<file path="src/rtl/fetch_pkg.sv">
// fetch_pkg: types and constants shared by the instruction fetch stage.
//   fetch_state_t : fetch FSM state encoding
//   fetch_entry_t : one buffered fetch {pc, instr}
//   fcnt_t        : occupancy / in-flight counter width (0..FETCH_DEPTH)
package fetch_pkg;

   typedef enum logic [1:0] {
      FS_IDLE,
      FS_RUN,
      FS_FLUSH
   } fetch_state_t;

   localparam int unsigned FETCH_DEPTH = 2;
   localparam int unsigned INSTR_BYTES = 4;

   typedef logic [1:0] fcnt_t;

   typedef struct packed {
      logic [31:0] pc;
      logic [31:0] instr;
   } fetch_entry_t;

endpackage

</file>
<file path="src/rtl/fetch_if.sv">
// fetch_if: instruction memory request/response bus.
//   imem_req_valid / imem_req_addr / imem_req_ready : request handshake
//   imem_rsp_valid / imem_rsp_data                  : in-order responses
//   master : fetch unit side, slave : memory side
interface fetch_if;

   logic        imem_req_valid;
   logic [31:0] imem_req_addr;
   logic        imem_req_ready;
   logic        imem_rsp_valid;
   logic [31:0] imem_rsp_data;

   modport master (
      output imem_req_valid,
      output imem_req_addr,
      input  imem_req_ready,
      input  imem_rsp_valid,
      input  imem_rsp_data
   );

   modport slave (
      input  imem_req_valid,
      input  imem_req_addr,
      output imem_req_ready,
      output imem_rsp_valid,
      output imem_rsp_data
   );

endinterface

</file>
<file path="src/rtl/fetch_buffer.sv">
// fetch_buffer: 2-entry FIFO of fetched {pc, instr}, entry 0 is the head.
//   clk, reset : clock, asynchronous active-high reset
//   push, din  : write one entry (ignored when full after this cycle's pop)
//   pop        : drop the head entry
//   clear      : empty the FIFO; overrides push and pop
//   head       : current head entry (registered)
//   count      : number of valid entries
module fetch_buffer
   import fetch_pkg::*;
#(
   parameter logic [31:0] RESET_PC = 32'h0000_0000
)
(
   input  logic         clk,
   input  logic         reset,
   input  logic         push,
   input  logic         pop,
   input  logic         clear,
   input  fetch_entry_t din,
   output fetch_entry_t head,
   output fcnt_t        count
);

   fetch_entry_t [FETCH_DEPTH-1:0] ent, ent_n;
   fcnt_t                          cnt_pop, cnt_n;

   // Pop shifts the array down first; the push slot is then the
   // post-pop occupancy, so push and pop may coincide on a full FIFO.
   always_comb begin
      ent_n   = ent;
      cnt_pop = count;
      cnt_n   = count;
      if (clear) begin
         cnt_n = '0;
      end else begin
         if (pop && (count != '0)) begin
            ent_n[0] = ent[1];
            cnt_pop  = count - 2'd1;
         end
         cnt_n = cnt_pop;
         if (push && (cnt_pop < fcnt_t'(FETCH_DEPTH))) begin
            ent_n[cnt_pop[0]] = din;
            cnt_n             = cnt_pop + 2'd1;
         end
      end
   end

   always_ff @(posedge clk or posedge reset) begin
      if (reset) begin
         for (int unsigned i = 0; i < FETCH_DEPTH; i++) begin
            ent[i] <= '{pc: RESET_PC, instr: '0};
         end
         count <= '0;
      end else begin
         ent   <= ent_n;
         count <= cnt_n;
      end
   end

   assign head = ent[0];

endmodule

</file>
<file path="src/rtl/fetch_unit.sv">
// fetch_unit: instruction fetch stage for the ARM-subset core.
//   clk, reset : clock, asynchronous active-high reset
//   mem        : instruction memory bus (fetch_if.master)
//   Instr, PC  : head instruction and its address
//   PCPlus8    : PC + 8 (R15 read value)
//   InstrValid : Instr/PC valid
//   stall      : downstream not consuming this cycle
//   PCSrc      : redirect request, honoured only when InstrValid && !stall
//   Result     : redirect target, low two bits ignored
module fetch_unit
   import fetch_pkg::*;
#(
   parameter logic [31:0] RESET_PC = 32'h0000_0000
)
(
   input  logic           clk,
   input  logic           reset,
   fetch_if.master        mem,
   output logic [31:0]    Instr,
   output logic [31:0]    PC,
   output logic [31:0]    PCPlus8,
   output logic           InstrValid,
   input  logic           stall,
   input  logic           PCSrc,
   input  logic [31:0]    Result
);

   fetch_state_t     state, state_n;
   logic [31:0]      fpc;
   fcnt_t            outstanding, out_n;
   fcnt_t            discard, discard_n;
   fcnt_t            count;
   logic [1:0][31:0] aq, aq_n;
   fetch_entry_t     head, din;

   logic       consume, redirect, rsp, accept, drop, push, credit, req_valid;
   logic       wr_slot;
   logic [2:0] load;

   assign InstrValid = (count != '0);
   assign consume    = InstrValid && !stall;
   assign redirect   = consume && PCSrc;

   // The entry popped this cycle frees its slot immediately, which keeps
   // a zero-wait memory at one instruction per cycle.
   assign load   = {1'b0, count - fcnt_t'(consume)} + {1'b0, outstanding};
   assign credit = (load < 3'd2);

   assign accept = req_valid && mem.imem_req_ready;
   // Responses with nothing in flight (e.g. after a reset) are ignored.
   assign rsp    = mem.imem_rsp_valid && (outstanding != '0);
   assign drop   = rsp && ((discard != '0) || redirect);
   assign push   = rsp && !drop;
   assign out_n  = outstanding + fcnt_t'(accept) - fcnt_t'(rsp);

   // ---------------- FSM: state register ----------------
   always_ff @(posedge clk or posedge reset) begin
      if (reset) begin
         state <= FS_IDLE;
      end else begin
         state <= state_n;
      end
   end

   // ---------------- FSM: next state ----------------
   always_comb begin
      state_n = state;
      unique case (state)
         FS_IDLE:  state_n = FS_RUN;
         FS_RUN:   if (redirect && (out_n != '0)) state_n = FS_FLUSH;
         FS_FLUSH: if (discard_n == '0) state_n = FS_RUN;
         default:  state_n = FS_IDLE;
      endcase
   end

   // ---------------- FSM: outputs ----------------
   always_comb begin
      req_valid = 1'b0;
      unique case (state)
         FS_RUN:  req_valid = credit;
         default: req_valid = 1'b0;
      endcase
   end

   // Stale in-flight count: every in-flight fetch at a redirect, including
   // one accepted in that cycle, must be dropped when it returns.
   always_comb begin
      discard_n = discard;
      if (redirect) begin
         discard_n = out_n;
      end else if (rsp && (discard != '0)) begin
         discard_n = discard - 2'd1;
      end
   end

   // In-flight address queue, one slot per outstanding request. It is not
   // cleared on redirect; stale addresses drain with their dropped responses.
   assign wr_slot = (outstanding == 2'd1) && !rsp;

   always_comb begin
      aq_n = aq;
      if (rsp) begin
         aq_n[0] = aq[1];
      end
      if (accept) begin
         aq_n[wr_slot] = fpc;
      end
   end

   always_ff @(posedge clk or posedge reset) begin
      if (reset) begin
         fpc         <= RESET_PC;
         outstanding <= '0;
         discard     <= '0;
         aq          <= '0;
      end else begin
         outstanding <= out_n;
         discard     <= discard_n;
         aq          <= aq_n;
         if (redirect) begin
            fpc <= Result & ~32'h0000_0003;
         end else if (accept) begin
            fpc <= fpc + 32'(INSTR_BYTES);
         end
      end
   end

   assign din = '{pc: aq[0], instr: mem.imem_rsp_data};

   fetch_buffer #(
      .RESET_PC (RESET_PC)
   ) u_buf (
      .clk   (clk),
      .reset (reset),
      .push  (push),
      .pop   (consume && !redirect),
      .clear (redirect),
      .din   (din),
      .head  (head),
      .count (count)
   );

   assign mem.imem_req_valid = req_valid;
   assign mem.imem_req_addr  = fpc;

   assign Instr   = head.instr;
   assign PC      = head.pc;
   assign PCPlus8 = head.pc + 32'(2 * INSTR_BYTES);

endmodule

</file>
<file path="src/flat_wrapper.sv">
// flat-port wrapper written by rule: the top's interface ports become plain ports
module fetch_unit_flat import fetch_pkg::*;
#(
   parameter logic [31:0] RESET_PC = 32'h0000_0000
)
  (clk, reset, Instr, PC, PCPlus8, InstrValid, stall, PCSrc, Result, mem_imem_req_valid, mem_imem_req_addr, mem_imem_req_ready, mem_imem_rsp_valid, mem_imem_rsp_data);
  fetch_if mem_i ();
  input  logic clk;
  input  logic reset;
  output logic [31:0] Instr;
  output logic [31:0] PC;
  output logic [31:0] PCPlus8;
  output logic InstrValid;
  input  logic stall;
  input  logic PCSrc;
  input  logic [31:0] Result;
  output wire logic [$bits(mem_i.imem_req_valid)-1:0] mem_imem_req_valid;
  output wire logic [$bits(mem_i.imem_req_addr)-1:0] mem_imem_req_addr;
  input wire logic [$bits(mem_i.imem_req_ready)-1:0] mem_imem_req_ready;
  input wire logic [$bits(mem_i.imem_rsp_valid)-1:0] mem_imem_rsp_valid;
  input wire logic [$bits(mem_i.imem_rsp_data)-1:0] mem_imem_rsp_data;
  assign mem_imem_req_valid = mem_i.imem_req_valid;
  assign mem_imem_req_addr = mem_i.imem_req_addr;
  assign mem_i.imem_req_ready = mem_imem_req_ready;
  assign mem_i.imem_rsp_valid = mem_imem_rsp_valid;
  assign mem_i.imem_rsp_data = mem_imem_rsp_data;
  fetch_unit #(.RESET_PC(RESET_PC)) u_core (.clk(clk), .reset(reset), .mem(mem_i), .Instr(Instr), .PC(PC), .PCPlus8(PCPlus8), .InstrValid(InstrValid), .stall(stall), .PCSrc(PCSrc), .Result(Result));
endmodule
</file>
<file path="config.mk">
export PLATFORM = sky130hd
export DESIGN_NAME = fetch_unit_flat
export DESIGN_NICKNAME = d
export VERILOG_FILES = /design/src/rtl/fetch_pkg.sv /design/src/rtl/fetch_if.sv /design/src/rtl/fetch_buffer.sv /design/src/rtl/fetch_unit.sv /design/src/flat_wrapper.sv
export SDC_FILE = /design/constraint.sdc
export NUM_CORES = 1
export LEC_CHECK = 0
export ABC_AREA = 1
export BUFFER_PORTS_ARGS = -buffer_cell sky130_fd_sc_hd__buf_2
export CORE_MARGIN = 2
export CORE_UTILIZATION = 57
export DETAILED_ROUTE_END_ITERATION = 8
export PLACE_DENSITY = 0.77
export SLEW_MARGIN = 20
export SYNTH_ARGS = -nofsm -noshare
export SYNTH_HDL_FRONTEND = slang
export SYNTH_SLANG_ARGS = --single-unit
</file>
<file path="constraint.sdc">
create_clock -name clk -period 7.59 [get_ports clk]
set_input_delay 0.3795 -clock clk [delete_from_list [all_inputs] [get_ports clk]]
set_output_delay 0.3795 -clock clk [all_outputs]
set_load 0.1 [all_outputs]
</file>
==> metrics.md <==
| Metric | Value |
|---|---|
| Crit Path Max Fanout | `22` |
| Number of global-route vias before repair | `9294` |
| Slew margin rel. | `35.9%` |
| Num CTS Buffers | `25` |
| CTS root buffer | `clkbuf_16` |
| Area leader, netlist | `dfrtp_1` |
| Row count | `53` |
| Via count | `10300` |
| Core Region | `21000 sq um` |
| Gr usage total | `25.5%` |
| Fin crit share | `53.5%` |
| Fraction of layout cells with a size suffix above 1 | `15.2%` |
| Max Root-Sink Buffers | `3` |
| Worst Setup Start Kind | `flop` |
| Worst Tran Pin Value | `0.961 ns` |
| Starting Density | `58.0%` |
| Post-CTS setup buffers | `0` |
| Synth warn | `0` |
| Hold Crit Depth | `3` |
| Synth top area share | `46.8%` |
| Post-Route WL | `28.9 mm` |
| Mean Syn Cell Area | `7.60 sq um` |
| Max Cap Viol | `0` |
| Worst Path Required | `8.00 ns` |
| Largest cells by area after synthesis | `dfrtp_1 (47%), nand2_1 (10%), inv_1 (6.8%)` |
| Seq/Total Area, Yosys | `46.8%` |
| GPL Wtd Cong | `0.986` |
| Unique cell type count in the Yosys netlist | `38` |
| Die Y | `150 microns` |
| F_max | `246 MHz` |
| Final Hold Viols | `0` |
| Routed length per instance | `14.6 microns` |
| Met2 usage in global routing | `38.7%` |
| First-pass GRT wire length | `46.5 mm` |
| DR vias/cell | `5.21` |
| DR pass1 iterations | `5` |
| RSZ-0062 raised after global routing | `no` |
| Final setup violating endpoints | `0` |
| Antenna-violating nets left | `0` |
| GRT met1 Usage | `38.9%` |
| Area grow syn2layout | `10.5%` |
| GR peak layer | `met1` |
| Final slew viol count | `0` |
| Clk slew on worst S/H paths | `0.06 ns` |
| ANT cells | `0` |
| Post-CTS Hold Buffers | `0` |
| H-tree depth | `1` |
| Final core occ | `64.1%` |
| TritonCTS clock tree | `yes` |
| Hold WS | `0.122 ns` |
| DRC Markers | `0` |
| Post-Route Skew | `0.00558 ns` |
| IO buf count | `195` |
| Syn Inst Count | `1604` |
| Overflow after GRT | `0` |
| Fin Setup TNS | `0 ns` |
| Status | `completed` |
| DRT iter0 DRCs | `902` |
| Hold crit path type | `input port to flop` |
| Post-CTS resize count | `0` |
| Largest net degree at the start of global routing | `147` |
| Worst r2r path cells | `15` |
| Nets | `1769` |
| Worst setup EP type | `flop` |
| Synth Cell Area | `12200 sq um` |
| DPL Wire Length | `19.5 mm` |
| Full die area | `22600 sq um` |
| Worst Setup Path Type | `flop to flop` |
| Clk_lat worst skew | `0.52 ns` |
| # IOs | `200` |
| Worst EP arrival | `4.47 ns` |
| Flops & latches, synth | `228` |
| Clock sinks | `228` |
| Post-route minimum period | `4.06 ns` |
| GR Util met3 | `3.21%` |
| Die Width | `150 microns` |
| Initial antenna violation count | `0` |
[cells in the mapped netlist (all sizes together)]
master,number
nor4,2
xor2,27
fa,1
o211ai,28
o21ai,183
nand3b,2
a21oi,114
nor3,27
a211oi,1
clkbuf,24
a31oi,2
nor2,198
ha,7
nand2,346
conb,1
and3,3
dfrtp,228
inv,229
or2,2
a32oi,1
xnor2,2
nand3,40
o22ai,3
buf,118
nand4,15
[layer usage]
layer  up-vias  part of all wire, %
li1       5170                    -
met1      4711                   46
met2       389                   44
met3        52                  7.8
met4         0                  2.1
met5         -                    0
[path summary, 6_finish.rpt]
kind | slack (ns) | endpoint | start
worst max-delay path | 3.53 | u_core.mem.imem_req_addr[21] | u_core.u_buf.count[1]
worst min-delay path | 0.12 | u_core.u_buf.ent[88] | mem_imem_rsp_data[24]
worst max register to register | 3.53 | u_core.mem.imem_req_addr[21] | u_core.u_buf.count[1]
worst min register to register | 0.48 | u_core.aq[38] | u_core.aq[38]
max in group asynchronous | 5.65 | u_core.u_buf.ent[91] | reset
min in group asynchronous | 0.43 | u_core.u_buf.head[42] | reset
[cell type report]
class / count / area (sq um)
clock buffer: 38 / 734
clock inverter: 5 / 57.6
fill: 1864 / 7540
inverter: 229 / 867
multi-input combinational: 1006 / 4720
sequential: 228 / 5710
tap: 275 / 344
timing repair buffer: 201 / 1050
[worst max-delay path, stage by stage (launching register included)]
cell     delay [ns]
dfrtp_1        0.38
inv_1          0.06
ha_1           0.23
nor2_4         0.18
ha_1           0.24
or2_2          0.30
fa_1           0.49
nand2_1        0.07
nor2_2         0.13
nand2_2        0.16
nand2_1        0.62
inv_1          0.60
a21oi_1        0.29
nand2_1        0.08
nand2_1        0.07
inv_1          0.04
[flip-flops by register name (all words and copies together), names as in the netlist]
signal	count
u_core.u_buf.ent	64
u_core.u_buf.head	64
u_core.state	2
u_core.aq	62
u_core.outstanding	2
u_core.discard	2
u_core.mem.imem_req_addr	30
u_core.u_buf.count	2
[cells by family (layout without fill, tap and decap cells)]
| logic type | count (synthesis) | in the layout | share of synthesized area, % |
|---|---|---|---|
| fa+ha+maj | 8 | 8 | 0.883 |
| xor+xnor | 29 | 29 | 2.08 |
| other cells | 1 | 2 | 0.0308 |
| compound gates | 332 | 332 | 14.3 |
| simple gates | 635 | 635 | 21.2 |
| flops | 228 | 228 | 46.8 |
| buf+inv | 371 | 473 | 14.6 |
[cells in the final DEF (no fill, tap or decap), types with 28 or more instances in the layout]
cell type and count:
nand3_1 39, o21ai_0 146, nand2_1 340, o211ai_1 28
o21ai_1 36, dfrtp_1 228, a21oi_1 114, nor2_1 193
buf_2 195, inv_1 221
[per-stage QoR]
stage / cells / instance area, sq um / worst slack, ns
global route: 1982 / 13500 / 3.07
global placement: 1937 / 12600 / 3.63
finish: 1982 / 13500 / 3.53
CTS: 1980 / 13400 / 3.49
detailed placement: 1937 / 12600 / 3.58
floorplan: 1605 / 12200 / 0.963
Power is left out: the tool's default activity adds up to more than one toggle a clock period on the data nets, which glitch-free logic cannot reach.
